## config.mk

```make
export PLATFORM = sky130hd
export DESIGN_NAME = alu_control_hilo_flat
export DESIGN_NICKNAME = d
export VERILOG_FILES = /design/src/rtl/alu_control_hilo_if.sv /design/src/rtl/alu_control_hilo.sv /design/src/flat_wrapper.sv
export SDC_FILE = /design/constraint.sdc
export NUM_CORES = 1
export LEC_CHECK = 0
export BUFFER_PORTS_ARGS = -buffer_cell sky130_fd_sc_hd__buf_2
export CORE_MARGIN = 5
export CORE_UTILIZATION = 59
export DETAILED_ROUTE_END_ITERATION = 8
export GPL_TIMING_DRIVEN = 1
export PLACE_DENSITY_LB_ADDON = 0.25
export SKIP_CTS_REPAIR_TIMING = 1
export SYNTH_ARGS = -nofsm -noshare
export SYNTH_HDL_FRONTEND = slang
export SYNTH_SLANG_ARGS = --single-unit
```

## constraint.sdc

```tcl
create_clock -name clk -period 15.7 [get_ports clk]
set_input_delay 1.57 -clock clk [delete_from_list [all_inputs] [get_ports clk]]
set_output_delay 1.57 -clock clk [all_outputs]
set_load 0.05 [all_outputs]
```

## src/rtl/alu_control_hilo_if.sv

```systemverilog
// ALU control bundle between decode/datapath and the ALU-control/HI-LO block.
// The master side is the issuer that produces the ALU code and owns HI/LO.
interface alu_control_hilo_if #(
    parameter int DATA_W = 32
);
    logic [1:0]        aluop;
    logic [5:0]        funct;
    logic              start;
    logic [DATA_W-1:0] dataA;
    logic [DATA_W-1:0] dataB;
    logic [2:0]        control;
    logic [1:0]        res_sel;
    logic [DATA_W-1:0] hilo_out;
    logic [DATA_W-1:0] hi;
    logic [DATA_W-1:0] lo;
    logic              busy;
    logic              done;

    modport master (
        input  aluop, funct, start, dataA, dataB,
        output control, res_sel, hilo_out, hi, lo, busy, done
    );

    modport slave (
        output aluop, funct, start, dataA, dataB,
        input  control, res_sel, hilo_out, hi, lo, busy, done
    );
endinterface

```

## src/rtl/alu_control_hilo.sv

```systemverilog
// ALU control decode plus HI/LO register pair with a sequential shift-add multu engine.
// Decode is purely combinational; multu takes DATA_W cycles with busy high throughout.
module alu_control_hilo #(
    parameter int DATA_W = 32
) (
    input logic                clk,
    input logic                rst,
    alu_control_hilo_if.master bus
);
    localparam int CNT_W = $clog2(DATA_W);

    localparam logic [5:0] FN_ADD   = 6'b100000;
    localparam logic [5:0] FN_SUB   = 6'b100010;
    localparam logic [5:0] FN_AND   = 6'b100100;
    localparam logic [5:0] FN_OR    = 6'b100101;
    localparam logic [5:0] FN_SLT   = 6'b101010;
    localparam logic [5:0] FN_SLL   = 6'b000000;
    localparam logic [5:0] FN_MFHI  = 6'b010000;
    localparam logic [5:0] FN_MFLO  = 6'b010010;
    localparam logic [5:0] FN_MULTU = 6'b011001;

    typedef enum logic [1:0] {IDLE, MUL, DONE} state_t;

    state_t              state;
    state_t              state_nxt;
    logic [DATA_W-1:0]   mcand;
    logic [DATA_W-1:0]   hi_reg;
    logic [DATA_W-1:0]   lo_reg;
    logic [2*DATA_W-1:0] product;
    logic [2*DATA_W-1:0] product_nxt;
    logic [DATA_W:0]     step_sum;
    logic [CNT_W-1:0]    cnt;
    logic                launch;
    logic                last_iter;

    always_comb begin
        bus.control = 3'b010;
        bus.res_sel = 2'b00;
        case (bus.aluop)
            2'b01: bus.control = 3'b110;
            2'b10: begin
                case (bus.funct)
                    FN_ADD:  bus.control = 3'b010;
                    FN_SUB:  bus.control = 3'b110;
                    FN_AND:  bus.control = 3'b000;
                    FN_OR:   bus.control = 3'b001;
                    FN_SLT:  bus.control = 3'b111;
                    FN_SLL: begin
                        bus.control = 3'b100;
                        bus.res_sel = 2'b01;
                    end
                    FN_MFHI, FN_MFLO: bus.res_sel = 2'b10;
                    default: bus.control = 3'b010;
                endcase
            end
            default: bus.control = 3'b010;
        endcase
    end

    assign launch    = bus.start && (bus.aluop == 2'b10) && (bus.funct == FN_MULTU)
                       && ((state == IDLE) || (state == DONE));
    assign last_iter = (state == MUL) && (cnt == CNT_W'(DATA_W - 1));

    // The multiplier shares the low half of the product register, so product[0]
    // is always the current multiplier bit and shifts out as product bits shift in.
    assign step_sum    = {1'b0, product[2*DATA_W-1:DATA_W]} + (product[0] ? {1'b0, mcand} : '0);
    assign product_nxt = {step_sum, product[DATA_W-1:1]};

    always_ff @(posedge clk or posedge rst) begin
        if (rst) begin
            state <= IDLE;
        end else begin
            state <= state_nxt;
        end
    end

    always_comb begin
        state_nxt = state;
        case (state)
            IDLE:    if (launch) state_nxt = MUL;
            MUL:     if (last_iter) state_nxt = DONE;
            DONE:    state_nxt = launch ? MUL : IDLE;
            default: state_nxt = IDLE;
        endcase
    end

    // HI/LO only change on the final iteration, so a partial product never leaks out.
    always_ff @(posedge clk or posedge rst) begin
        if (rst) begin
            mcand   <= '0;
            product <= '0;
            cnt     <= '0;
            hi_reg  <= '0;
            lo_reg  <= '0;
        end else if (launch) begin
            mcand   <= bus.dataA;
            product <= {{DATA_W{1'b0}}, bus.dataB};
            cnt     <= '0;
        end else if (state == MUL) begin
            product <= product_nxt;
            cnt     <= cnt + CNT_W'(1);
            if (last_iter) begin
                hi_reg <= product_nxt[2*DATA_W-1:DATA_W];
                lo_reg <= product_nxt[DATA_W-1:0];
            end
        end
    end

    assign bus.hi       = hi_reg;
    assign bus.lo       = lo_reg;
    assign bus.hilo_out = (bus.funct == FN_MFHI) ? hi_reg : lo_reg;
    assign bus.busy     = (state == MUL);
    assign bus.done     = (state == DONE);
endmodule

```

## src/flat_wrapper.sv

```systemverilog
// flat-port wrapper written by rule: the top's interface ports become plain ports
module alu_control_hilo_flat 
#(
    parameter int DATA_W = 32
)
  (clk, rst, bus_aluop, bus_funct, bus_start, bus_dataA, bus_dataB, bus_control, bus_res_sel, bus_hilo_out, bus_hi, bus_lo, bus_busy, bus_done);
  alu_control_hilo_if #(.DATA_W(DATA_W)) bus_i ();
  input logic clk;
  input logic rst;
  input wire logic [$bits(bus_i.aluop)-1:0] bus_aluop;
  input wire logic [$bits(bus_i.funct)-1:0] bus_funct;
  input wire logic [$bits(bus_i.start)-1:0] bus_start;
  input wire logic [$bits(bus_i.dataA)-1:0] bus_dataA;
  input wire logic [$bits(bus_i.dataB)-1:0] bus_dataB;
  output wire logic [$bits(bus_i.control)-1:0] bus_control;
  output wire logic [$bits(bus_i.res_sel)-1:0] bus_res_sel;
  output wire logic [$bits(bus_i.hilo_out)-1:0] bus_hilo_out;
  output wire logic [$bits(bus_i.hi)-1:0] bus_hi;
  output wire logic [$bits(bus_i.lo)-1:0] bus_lo;
  output wire logic [$bits(bus_i.busy)-1:0] bus_busy;
  output wire logic [$bits(bus_i.done)-1:0] bus_done;
  assign bus_i.aluop = bus_aluop;
  assign bus_i.funct = bus_funct;
  assign bus_i.start = bus_start;
  assign bus_i.dataA = bus_dataA;
  assign bus_i.dataB = bus_dataB;
  assign bus_control = bus_i.control;
  assign bus_res_sel = bus_i.res_sel;
  assign bus_hilo_out = bus_i.hilo_out;
  assign bus_hi = bus_i.hi;
  assign bus_lo = bus_i.lo;
  assign bus_busy = bus_i.busy;
  assign bus_done = bus_i.done;
  alu_control_hilo #(.DATA_W(DATA_W)) u_core (.clk(clk), .rst(rst), .bus(bus_i));
endmodule
```

==> impl_metrics.yaml, run 1 <==
die:
  die_w_microns: 131.1
  start_util_pct: 59.75
  core.rowCount: 44
  num_io_pins: 178
  dieArea_sq_um: 17180
  coreArea_sq_um: 14480
  fp.dieH_microns: 131.1
yosys:
  synth_cells: 843
  ys_types: 55
  syn_area_per_cell_sq_um: 10.26
  async_flop_share_pct: 100.0
  ys_seq_area_share_pct: 48.31
  syn-cell-area_sq_um: 8651
  yosys_warnings: 0
  synthesis.nets: 955
  synthFlopType: "dfrtp_1"
  synth-edff-count: 0
  yosys_register_bits: 167
sta:
  fmax_ghz: 0.2228
  maxSlewHeadroom_pct: 29.64
  skew_ps: 7.586
  hold_viol_final: 0
  setup_viol: 0
  tightestPinTransition_ps: 1053
  tns_ps: 0
  rsz0062_at_grt: "false"
  finalCriticalPeriod_ps: 4488
  min_period_over_period_pct: 28.59
  slew_viol_final: 0
job:
  max_cap_viol_count: 0
power:
  ir_drop_mv: 0.08023
  power_density_nw_per_um2: 122.4
  total_power_mw: 1.259
  p_leak_nw: 5.398
drt:
  drc: 0
  wl_per_cell_microns: 17.48
  dr.pass1.iters: 5
  viasPerCell: 5.820
  ant_nets: 0
  dr_total_vias: 6972
  wirelength_mm: 20.94
  drt_iter0_markers: 589
place:
  dp_hpwl_mm: 14.88
  dpl_cell_area_sq_um: 9658
  gp_congestion: 0.8740
  io_buffers: 177
setup_path:
  worstSetupStartpoint: "bus_funct[1]"
  end_kind: "output port"
  cp_data_arrival_time_ps: 2920
  endpoint: "bus_hilo_out[0]"
  rrSetupSlack_ps: 11940
  critical_path_class: "primary input to output port"
  critical_path_required_ps: 14130
  critPathMaxFanout: 32
  r2r_end: "u_core.bus.lo[23]"
  start_kind: "primary input"
  reg2reg_from: "u_core.state[1]"
  reg2reg_depth: 6
clocking:
  cts.sinks: 167
  clkLatencyLatePin_ps: 430
  cts_max_path_buffers: 2
  tritoncts: "built"
  root_buffer: "clkbuf_16"
  cts_buffers: 17
  clkTransAtPathRegs_ps: 60
  h-tree-depth: 4
global_routing:
  antenna_found_initial: 0
  grt_overflow: 0
  grt_pass1_wl_mm: 33.55
  first_global_vias: 6743
  grt_use_total_pct: 24.79
  grt_max_degree: 67
cells_and_area:
  nets: 1113
  layout_commonest_cell: "buf_2"
  diodes: 0
  drive_gt1_share_pct: 30.87
  synthToLayoutAreaGrowth_pct: 18.89
  final_core_util_pct: 71.03
  final_cell_mix: "177 x buf_2, 167 x dfrtp_1, 161 x nand2_1"
  fillerInstances: 1092
  largest_reg_flops: 64
  top_register: "u_core.product"
  design_area_sq_um: 10280
min_path:
  hold_start: "u_core.mcand[28]"
  hp-class: "flop to flop"
outcome:
  status: "completed"
[cell usage after synthesis, types with 3 or more instances]
library cell	instances	share of area (%)
dfrtp_1	167	48
nand2_1	162	7.0
mux2_2	84	11
a21oi_1	36	2.1
ha_1	36	5.2
a22oi_1	32	2.8
and2_1	32	2.3
o21ai_0	32	1.9
clkbuf_1	30	1.3
o21ai_1	25	1.4
o22ai_1	25	1.8
xor2_1	17	1.7
nor2_1	16	0.69
xnor2_1	14	1.4
buf_2	12	0.69
inv_1	12	0.52
mux2_1	12	1.6
a21o_1	9	0.78
nand3_1	9	0.52
a31oi_1	6	0.43
nand4_1	6	0.43
nor3_1	6	0.35
o21a_1	6	0.52
and3_1	5	0.36
nand2b_1	5	0.36
o21bai_1	5	0.43
o31ai_1	4	0.35
nor2b_1	3	0.22
[critical path: stages]
cell and delay, ps:
buf_2 150, nor2_1 90, nand4b_1 90, buf_4 390, mux2_2 400, buf_2 220
[logic make-up after synthesis]
| kind of cell | after synthesis | share of synthesized area (%) |
|---|---|---|
| flip-flops | 167 | 48.31 |
| multiplexers | 96 | 12.50 |
| buffers and inverters | 58 | 2.690 |
| AND/OR/NAND/NOR | 258 | 13.74 |
| XOR/XNOR | 31 | 3.139 |
| AO/OA/AOI/OAI | 196 | 14.19 |
| adder cells (fa/ha/maj) | 37 | 5.438 |
[power breakdown]
| part | internal, mW | leakage (nW) | switching, mW |
|---|---|---|---|
| clock network | 0.268 | 0.295 | 0.176 |
| logic | 0.100 | 3.00 | 0.171 |
| registers | 0.495 | 2.11 | 0.0492 |
| total | 0.864 | 5.40 | 0.396 |
[metal layers]
metal	global-route usage, %	part of all wire (%)	wire [microns]
met5	0	0	0
met4	6.473	1.3	266
met3	5.632	6.8	1425
met2	39.52	46	9621
met1	34.62	46	9622
[metrics by stage]
| stage | hold slack (ps) | setup WS, ps | instances |
|---|---|---|---|
| after floorplan | 448.9 | 9612 | 843 |
| after global placement | 459.5 | 11280 | 1166 |
| after detailed placement | 466.5 | 11230 | 1166 |
| after CTS | 481.1 | 11230 | 1198 |
| after global routing | 495.3 | 11160 | 1198 |
| final | 477.1 | 11210 | 1198 |
[cell type report]
type / count / area, sq um / area share (%)
multi-input combinational: 618 / 4260 / 41.42
sequential: 167 / 4179 / 40.63
timing repair buffer: 183 / 930.9 / 9.051
clock buffer: 18 / 429.2 / 4.173
tap: 184 / 230.2 / 2.238
clock inverter: 14 / 197.7 / 1.922
inverter: 14 / 57.56 / 0.5596
[how the worst min path moves through the flow]
stage	end	cells after the start
2_1_floorplan	u_core.mcand[23]	1
3_5_place_dp	u_core.mcand[23]	1
3_3_place_gp	u_core.mcand[28]	1
5_1_grt	u_core.mcand[28]	1
4_1_cts	u_core.mcand[23]	1
6_report	u_core.mcand[28]	1
(Power assumes the default switching activity.)
==> run 2, diff against run 1 <==
--- a/config.mk
+++ b/config.mk
@@ -7,7 +7,7 @@
 export LEC_CHECK = 0
 export BUFFER_PORTS_ARGS = -buffer_cell sky130_fd_sc_hd__buf_2
 export CORE_MARGIN = 5
-export CORE_UTILIZATION = 59
+export CORE_UTILIZATION = 50
 export DETAILED_ROUTE_END_ITERATION = 8
 export GPL_TIMING_DRIVEN = 1
 export PLACE_DENSITY_LB_ADDON = 0.25
==> constraint.sdc (replaced) <==
create_clock -name clk -period 3.9 [get_ports clk]
set_input_delay 0.39 -clock clk [delete_from_list [all_inputs] [get_ports clk]]
set_output_delay 0.39 -clock clk [all_outputs]
set_load 0.05 [all_outputs]
==> run 2 against run 1 <==
Worst setup slack worse by 11000 ps. Critical path depth grew 6. Non-clock buffer count increased by 3. Die area up 17%. Total power increased to 4.1 times the previous value. Worst hold slack got worse by 310 ps. Clock skew up 3.2 ps. Cell count rose by 3.7%. Combinational power increased to 4.0 times the previous value. Wire length grew 2.0%. Cell area increased by 1.2%. Sequential power rose to 4.0 times the previous value. Critical endpoint is now u_core.product[55].
==> impl_metrics.yaml, run 2 (synthesis results as in run 1) <==
setup_path:
  critPathMaxFanout: 18
  critical_path_required_ps: 4190
  critical_path_class: "flop to flop"
  start_kind: "flop"
  crit_chain: "and2_1 -> ha_1 -> inv_1 -> fa_1 -> nor2b_1 -> o2111ai_1 -> a21oi_1 -> nor2b_2 -> o31ai_4 -> a21boi_1 -> xor2_1 -> o22ai_1"
  end_kind: "flop"
  crit_slowest_cell: "dfrtp_1"
  cp_data_arrival_time_ps: 3490
  critPathMaxStageDelay_ps: 670
clocking:
  cts_max_path_buffers: 2
  tritoncts: "built"
  clkLatencyLatePin_ps: 440
  cts.sinks: 167
  root_buffer: "clkbuf_16"
  h-tree-depth: 4
  cts_buffers: 17
  clkTransAtPathRegs_ps: 70
place:
  gp_congestion: 0.9292
  io_buffers: 177
  dpl_cell_area_sq_um: 9748
  dp_slack_ps: 712.6
  dp_hpwl_mm: 15.13
  dp_cells: 1209
cells_and_area:
  fin_cells: 1242
  final_core_util_pct: 60.81
  nets: 1116
  design_area_sq_um: 10410
  synthToLayoutAreaGrowth_pct: 20.32
  drive_gt1_share_pct: 31.07
  largest_reg_flops: 64
  layout_commonest_cell: "buf_2"
  diodes: 0
  top_register: "u_core.product"
  final_cell_mix: "177 x buf_2, 167 x dfrtp_1, 161 x nand2_1"
  fillerInstances: 1451
drt:
  wirelength_mm: 21.37
  viasPerCell: 5.475
  wl_per_cell_microns: 17.20
  drt_iter0_markers: 489
  ant_nets: 0
  dr_total_vias: 6800
  drc: 0
  dr.pass1.iters: 5
sta:
  fmax_ghz: 0.3124
  maxSlewHeadroom_pct: 28.66
  rsz0062_at_grt: "false"
  setup_viol: 0
  finalCriticalPeriod_ps: 3201
  hold_viol_final: 0
  skew_ps: 10.76
  min_period_over_period_pct: 82.08
  finalWorstSetupSlack_ps: 698.7
  tightestPinTransition_ps: 1068
  tns_ps: 0
  slew_viol_final: 0
power:
  power_density_nw_per_um2: 491.7
  ir_drop_mv: 0.3545
  p_leak_nw: 5.429
global_routing:
  grt_pass1_wl_mm: 34.67
  grt_use_total_pct: 21.57
  first_global_vias: 6473
  grt_max_degree: 96
  antenna_found_initial: 0
  grt_overflow: 0
die:
  coreArea_sq_um: 17120
  fp.dieH_microns: 141.5
  dieArea_sq_um: 20030
  start_util_pct: 50.54
  core.rowCount: 48
  die_w_microns: 141.5
  num_io_pins: 178
job:
  max_cap_viol_count: 0
outcome:
  status: "completed"
min_path:
  hp-class: "primary input to flop"
## run 2: cell types whose count changed in the layout (fill, tap and decap cells not counted)
| cell | before | now |
|---|---|---|
| clkbuf_1 | 1 | 0 |
| clkinv_4 | 0 | 4 |
| clkinv_8 | 0 | 2 |
| dlygate4sd3_1 | 0 | 1 |
| clkinvlp_4 | 4 | 3 |
| buf_12 | 0 | 2 |
| clkinv_2 | 2 | 1 |
| inv_8 | 1 | 0 |
| inv_6 | 4 | 2 |
## run 2: worst max-delay path, delay by kind of cell (launching register included)
kind,cells,cell delay [ps]
AO/OA/AOI/OAI,5,1090
XOR/XNOR,1,200
flip-flops,1,670
AND/OR/NAND/NOR,3,490
buffers and inverters,1,50
adder cells (fa/ha/maj),2,550
## run 2: metrics by stage
step / hold WS, ps / power [mW]
3_5_place_dp: 444.0 / 3.297
6_report: 164.9 / 5.118
2_1_floorplan: 448.9 / 2.979
3_3_place_gp: 442.0 / 3.273
5_1_grt: 159.0 / 5.387
4_1_cts: -26.61 / 5.149
## run 2: final timing paths
| kind | from | to | slack [ps] | cells after the start |
|---|---|---|---|---|
| max in group asynchronous | rst | u_core.product[34] | 2520 | 4 |
| hold reg to reg | u_core.mcand[28] | u_core.mcand[28] | 480 | 1 |
| hold / removal | bus_dataA[25] | u_core.mcand[25] | 160 | 2 |
| setup reg to reg | u_core.product[0] | u_core.product[55] | 700 | 12 |
| setup / recovery | u_core.product[0] | u_core.product[55] | 700 | 12 |
| min in group asynchronous | rst | u_core.bus.hi[25] | 510 | 3 |
## run 2: metal layers
layer,share of wire (%),track usage [%],vias to the layer above
met2,43,31.10,223
li1,-,-,3322
met1,49,32.86,3228
met3,6.7,4.112,27
met4,1.6,6.869,0
met5,0,0,-
## run 2: layout make-up
type                            count  area (sq um)  area share, %
Clock inverter                     15         225.2          2.164
Inverter                           14         56.30         0.5409
Tap cell                          225         281.5          2.705
Clock buffer                       17         425.4          4.087
Timing Repair Buffer              186         980.9          9.424
Sequential cell                   167          4179          40.15
Multi-Input combinational cell    618          4260          40.93
## run 2: power breakdown
group	switching (mW)	internal (mW)
Sequential	0.195	1.99
Clock	0.749	1.09
Combinational	0.685	0.408
